**src/rtl/addsub_ovf_seq.sv**
```systemverilog
// Multi-cycle two's-complement add/subtract, CHUNK bits per cycle LSB first,
// with overflow/carry/zero/negative flags and a sticky overflow bit.
module addsub_ovf_seq #(
    parameter int WIDTH = 32,
    parameter int CHUNK = 8
) (
    input  logic             clock,
    input  logic             reset,
    input  logic             in_valid,
    output logic             in_ready,
    input  logic [WIDTH-1:0] op_a,
    input  logic [WIDTH-1:0] op_b,
    input  logic             sub,
    output logic             out_valid,
    input  logic             out_ready,
    output logic [WIDTH-1:0] result,
    output logic             overflow,
    output logic             carry_out,
    output logic             zero,
    output logic             negative,
    output logic             ovf_sticky,
    input  logic             clr_sticky,
    output logic [1:0]       state_dbg
);

    localparam int NCHUNK = WIDTH / CHUNK;
    localparam int CNT_W  = (NCHUNK > 1) ? $clog2(NCHUNK) : 1;
    localparam logic [CNT_W-1:0] LAST = CNT_W'(NCHUNK - 1);

    typedef enum logic [1:0] {
        IDLE = 2'd0,
        CALC = 2'd1,
        DONE = 2'd2
    } state_t;

    // Handshakes: a transfer happens on a rising edge where valid && ready.
    // in_ready is high only in IDLE; out_valid is high only in DONE, and the
    // result/flags stay frozen there until out_ready is seen.
    state_t           state_q;
    logic [WIDTH-1:0] a_q, b_q, acc_q, result_q;
    logic             a_msb_q, b_msb_q, carry_q;
    logic [CNT_W-1:0] cnt_q;
    logic             overflow_q, carry_out_q, zero_q, negative_q, sticky_q;

    logic [CHUNK:0]   chunk_sum;
    logic [WIDTH-1:0] acc_d;
    logic [WIDTH-1:0] b_eff;
    logic             ovf_d;

    always_comb begin
        b_eff     = sub ? ~op_b : op_b;
        chunk_sum = {1'b0, a_q[CHUNK-1:0]} + {1'b0, b_q[CHUNK-1:0]}
                    + (CHUNK+1)'(carry_q);
        // New chunk enters at the top; after NCHUNK shifts acc holds the sum.
        acc_d     = (acc_q >> CHUNK) | (WIDTH'(chunk_sum[CHUNK-1:0]) << (WIDTH - CHUNK));
        ovf_d     = (a_msb_q == b_msb_q) && (acc_d[WIDTH-1] != a_msb_q);
    end

    always_ff @(posedge clock) begin
        if (reset) begin
            state_q     <= IDLE;
            a_q         <= '0;
            b_q         <= '0;
            acc_q       <= '0;
            result_q    <= '0;
            a_msb_q     <= 1'b0;
            b_msb_q     <= 1'b0;
            carry_q     <= 1'b0;
            cnt_q       <= '0;
            overflow_q  <= 1'b0;
            carry_out_q <= 1'b0;
            zero_q      <= 1'b0;
            negative_q  <= 1'b0;
            sticky_q    <= 1'b0;
        end else begin
            case (state_q)
                IDLE: begin
                    if (in_valid) begin
                        a_q     <= op_a;
                        b_q     <= b_eff;
                        a_msb_q <= op_a[WIDTH-1];
                        b_msb_q <= b_eff[WIDTH-1];
                        carry_q <= sub;
                        cnt_q   <= '0;
                        acc_q   <= '0;
                        state_q <= CALC;
                    end
                end
                CALC: begin
                    a_q     <= a_q >> CHUNK;
                    b_q     <= b_q >> CHUNK;
                    carry_q <= chunk_sum[CHUNK];
                    acc_q   <= acc_d;
                    cnt_q   <= cnt_q + CNT_W'(1);
                    if (cnt_q == LAST) begin
                        result_q    <= acc_d;
                        carry_out_q <= chunk_sum[CHUNK];
                        overflow_q  <= ovf_d;
                        zero_q      <= (acc_d == '0);
                        negative_q  <= acc_d[WIDTH-1];
                        state_q     <= DONE;
                    end
                end
                DONE: begin
                    if (out_ready) begin
                        state_q <= IDLE;
                    end
                end
                default: state_q <= IDLE;
            endcase

            // Set has priority over clear when both land in the same cycle.
            if (state_q == DONE && out_ready && overflow_q) begin
                sticky_q <= 1'b1;
            end else if (clr_sticky) begin
                sticky_q <= 1'b0;
            end
        end
    end

    assign in_ready   = (state_q == IDLE);
    assign out_valid  = (state_q == DONE);
    assign result     = result_q;
    assign overflow   = overflow_q;
    assign carry_out  = carry_out_q;
    assign zero       = zero_q;
    assign negative   = negative_q;
    assign ovf_sticky = sticky_q;
    assign state_dbg  = state_q;

endmodule

```
**config.mk**
```make
export PLATFORM = sky130hd
export DESIGN_NAME = addsub_ovf_seq
export DESIGN_NICKNAME = d
export VERILOG_FILES = /design/src/rtl/addsub_ovf_seq.sv
export SDC_FILE = /design/constraint.sdc
export NUM_CORES = 1
export LEC_CHECK = 0
export CORE_UTILIZATION = 30
export DETAILED_ROUTE_END_ITERATION = 10
export GPL_TIMING_DRIVEN = 0
export PLACE_DENSITY = 0.5
export SETUP_SLACK_MARGIN = 0.02
export SLEW_MARGIN = 10
export SYNTH_ARGS = -nofsm -noshare
export SYNTH_HDL_FRONTEND = slang
export SYNTH_SLANG_ARGS = --single-unit
```
**constraint.sdc**
```tcl
create_clock -name clock -period 2.6 [get_ports clock]
set_input_delay 0.52 -clock clock [delete_from_list [all_inputs] [get_ports clock]]
set_output_delay 0.52 -clock clock [all_outputs]
set_load 0.1 [all_outputs]
```
# Word level (Yosys, flattened, before mapping)
# Cells that the tools add are included.
# classes
mul	0
bitwise_logic	2
add_sub_neg	3
mux	17
reduce_logical	11
shift	0
n_eq_ne	8
order_cmp	0
div	0
# op_table
cell	count
$pmux W32 S2	3
$mux W32	4
$logic_not A32 Y1	1
$not A32 Y32	1
$or A24 B32 Y32	1
$add A8 B8 Y9	1
$add A9 B1 Y9	1
$mux W2	4
$pmux W2 S3	1
$reduce_and A2 Y1	3
$eq A2 B2 Y1 const B	2
$ne A2 B2 Y1 const B	2
$pmux W2 S2	1
$reduce_bool A2 Y1	2
$logic_and A1 B1 Y1	3
$mux W1	3
$reduce_and A3 Y1	1
$add A2 B1 Y2 const B	1
$eq A2 B1 Y1 const B	1
$logic_not A2 Y1	1
$ne A2 B1 Y1 const B	1
$pmux W1 S2	1
$eq A1 B1 Y1	1
$ne A1 B1 Y1	1
# totals
latch_bits	0
wordCells	55
memories	0
ramBits	0
input_bits	70
rom_bits	0
output_inout_bits	41
ff_bits	140

# Depth between registers and ports, before layout
# logic_depth
ltp_word	5
depth_mapped	9
depth_no_buf	9

# Least setup slack after synthesis
# No wires, ideal clock.
# synth_path
path_kind	reg-to-reg
from	register state_q[0] (netlist: state_dbg[0])
to	register b_q[27]
required_time_ns	2.514
setup_time_ns	0.086
path_stages_with_launch	8
path_buffers	3
period_less_slack_ns	3.310
path_slack_ns	-0.710
arrival_time_ns	3.225
cell_sequence	dfxtp_1 > nor2_1 > and2_1 > clkbuf_1 > buf_2 > buf_1 > nor2_1 > a211oi_1
# synth_via
elab_chain_len	3
word_cells_on_any_way	6
cone_classes	eq/ne (2); mux (1); reduce/logical (3)
# synth_lines
item	line_no	source
from (decl)	39	state_t state_q;
from (signal assigned)	61	state_q <= IDLE;
from (signal assigned)	86	state_q <= CALC;
from (signal assigned)	101	state_q <= DONE;
$logic_not A2 Y1 *	-	
net in_ready	10	output logic in_ready,
$ne A2 B2 Y1 (no source line) / $reduce_bool A2 Y1 (equally long branches)	-	
$reduce_and A2 Y1 (no source line)	-	
to (signal assigned)	91	b_q <= b_q >> CHUNK;
to (decl)	40	logic [WIDTH-1:0] a_q, b_q, acc_q, result_q;
# Mark *: on every way through the listed nets, which the timed path passes. The rest lies on a longest branch.
# A chain may end at the register's enable or synchronous reset.

# Worst setup path in the final report
# layout_path
from	register a_q[0]
to	register zero_q (netlist: zero)
# layout_via
elab_chain_len	4
# layout_lines
item	line_no	source
from (decl)	40	
from (signal assigned)	79	a_q <= op_a;
from (signal assigned)	90	a_q <= a_q >> CHUNK;
$add A8 B8 Y9	52	chunk_sum = {1'b0, a_q[CHUNK-1:0]} + {1'b0, b_q[CHUNK-1:0]}
$add A9 B1 Y9	53	+ (CHUNK+1)'(carry_q);
$or A24 B32 Y32	55	acc_d = (acc_q >> CHUNK) | (WIDTH'(chunk_sum[CHUNK-1:0]) << (WIDTH - CHUNK));
$logic_not A32 Y1	99	zero_q <= (acc_d == '0);
to (signal assigned)	99	
to (decl)	43	logic overflow_q, carry_out_q, zero_q, negative_q, sticky_q;
# No other way between the ends.

==> qor.yml <==
status: "finished, violations left"
violations: "design-rule violations, negative setup slack"
hold_path_class: "register to register"
max_freq_ghz: 0.374
setup-tns-final_ns: -0.0738
hold_viol: 0
setup_ws_ns: -0.0738
cp_num_buf_inv: 1
post_cts_buffers: 0
ys_types: 41
multi_input_area_um2: 2730
dieArea_um2: 19100
avgSynthCellArea_um2: 8.05
cts_buffer_depth: 2
grt-busiest-layer: "met2"
synthArstFlopShare: 0
leakagePower_nw: 2.67
vias_per_cell: 4.98
min_delay_worst_endpoint: "result[10]$_SDFFE_PP0P_"
pre_cts_slack_ns: -0.278
cts_tree: "yes"
track_usage: 0.180
yosysSeqAreaShare: 0.471
r2r_end: "zero$_SDFFE_PP0P_"
grt_start_max_net_pins: 17
max_slew_margin: 0.352
num_rows: 49
start_util: 0.308
fin_nets: 899
required_ns: 2.93
syn-num-nets: 772
wl_per_cell_um: 15.9
yosys-top-cells-count: "nand2_1 (142), dfxtp_1 (131), nor2_1 (103)"
cp.arrival_ns: 3.00
ys_warn_count: 0
hpwl_um: 13000
netlist_top_cells_area: "dfxtp_1 (47%), nand2_1 (9.6%), nor2_1 (6.9%)"
r2r_cells: 9
synth_flop_cell: "dfxtp_1"
clk_pin_slew_ns: 0.05
core_um2: 18100
post-route-min-period_ns: 2.67
ir_drop_uv: 450
die_y_um: 138
routabilityCongestion: 0.837
clkLatencyLatePin_ns: 0.42
crit_fanout: 3
post-route-period-util: 1.03
wl_um: 16800
synth_most_common_cell: "nand2_1"
antenna_found_initial: 0
layout-drive-gt1-share: 0.0625
area_growth_pct: 36.6
critPathSlowestCell: "fa_2"
routed-via-count: 5279
slew_viol_final: 0
finalSetupViolCount: 1
final_core_util: 0.421
drc: 17
grt_first_pass_wirelength_um: 26900
use_met3: 0.0357
mappedNetlistArea_um2: 5570
clkSinkCount: 131
drt-pass1-iter-count: 8
numCtsBuffers: 17
drt_iter0_drc: 272
crit_chain: "inv_2, fa_2, fa_2, nor4b_4, nand4_1, nor2_1, nand3_1, or4_1, o31ai_1"
synth_edf_count: 0
grt_use_met1: 0.226
start_kind: "register"
cp_common_cell: "fa_2"
yosys.area.top_type: "dfxtp_1"
cap_violations: 0
root_buffer: "clkbuf_16"
hold_start: "result[10]$_SDFFE_PP0P_"
io_pins: 111
synth-seq-cells: 131
grt_pass1_vias: 5168
r2r_start: "a_q[0]$_SDFFE_PP0P_"
crit_type: "register to register"
max_stage_delay_ns: 0.59
powerDensity_nw_per_um2: 719
skew_ns: 0.00991
diodes: 0
final_antenna_net_count: 0
tightest_slew_ns: 0.969
synth_top_area_frac: 0.471
grt_setup_unrepaired: "yes"
r2r_slack_ns: -0.07
regArea_um2: 2630
portBuffers: 108
path_delay_family: "adder cells"
htree_levels: 4
fin_total_pwr_mw: 5.47
fp.dieW_um: 138
synth_cells: 692
use_met2: 0.309
fill_cells: 1815
cp-end-kind: "register"
hold_path_depth: 2
grt_overflow: 0
[area by class of cell]
type | instances | area share
Clock buffer | 20 | 0.0600
Tap cell | 229 | 0.0377
Sequential cell | 131 | 0.346
Inverter | 6 | 0.00296
Multi-Input combinational cell | 496 | 0.358
Buffer | 59 | 0.0304
Timing Repair Buffer | 108 | 0.142
Clock inverter | 12 | 0.0234
[cells by family (layout without fill, tap and decap cells)]
family                   after synthesis  count (layout)  synth area share
buffers and inverters                 65             205            0.0456
AO/OA/AOI/OAI                        143             143             0.173
flip-flops                           131             131             0.471
XOR/XNOR                              35              35            0.0550
AND/OR/NAND/NOR                      308             308             0.231
adder cells (fa/ha/maj)               10              10            0.0252
[routing by layer]
layer  vias up  part of all wire
met5         -                 0
met4         0             0.012
met3        15             0.037
met2       121              0.49
met1      2492              0.46
li1       2651                 -
[placed cells by master (no fill, tap or decap), types with 6 or more instances in the layout]
cell / instances
buf_1: 10
a221oi_1: 24
nor4_1: 6
dfxtp_1: 126
a311oi_1: 25
a21oi_1: 67
nand2_1: 142
a211oi_1: 10
nand3_1: 32
ha_1: 8
nor2_1: 102
xnor2_1: 33
clkbuf_16: 17
clkbuf_1: 44
clkdlybuf4s50_1: 106
[through the flow]
| stage | cells | area [um^2] | hold slack [ns] |
|---|---|---|---|
| floorplan | 692 | 5580 | 0.437 |
| CTS | 1061 | 7600 | 0.460 |
| finish | 1061 | 7610 | 0.453 |
| global placement | 1029 | 6950 | 0.447 |
| detailed placement | 1029 | 6950 | 0.452 |
| global route | 1061 | 7610 | 0.475 |
[registers in the layout, indices dropped and copies added (netlist names)]
name / count
a_q: 32
b_q: 32
result: 32
acc_q: 24
cnt_q: 2
state_dbg: 2
a_msb_q: 1
b_msb_q: 1
carry_out: 1
carry_q: 1
overflow: 1
ovf_sticky: 1
zero: 1
[power breakdown]
group	internal [mW]	switching, mW
clock	1.66	0.902
combinational	0.302	0.415
sequential	2.11	0.0772
total	4.07	1.39
[worst reg2reg max path: stages, from the launching register on]
cell and delay [ns]:
dfxtp_2 0.33, inv_2 0.05, fa_2 0.42, fa_2 0.60, nor4b_4 0.20, nand4_1 0.10, nor2_1 0.15, nand3_1 0.10
or4_1 0.41, o31ai_1 0.21
[worst max path at each step]
stage	startpoint	end	depth (start not counted)
global route	a_q[0]$_SDFFE_PP0P_	zero$_SDFFE_PP0P_	9
finish	a_q[0]$_SDFFE_PP0P_	zero$_SDFFE_PP0P_	9
global placement	a_q[0]$_SDFFE_PP0P_	zero$_SDFFE_PP0P_	9
detailed placement	b_q[0]$_SDFFE_PP0P_	zero$_SDFFE_PP0P_	9
CTS	a_q[0]$_SDFFE_PP0P_	zero$_SDFFE_PP0P_	9
floorplan	a_q[0]$_SDFFE_PP0P_	zero$_SDFFE_PP0P_	9
[repair_timing]
item,CTS,global route
hold buffers,0,0
endpoints found under the setup margin,3,1
gates resized for setup,6,6
pin swaps,0,0
Note: power is estimated with default switching activity, not from simulation.
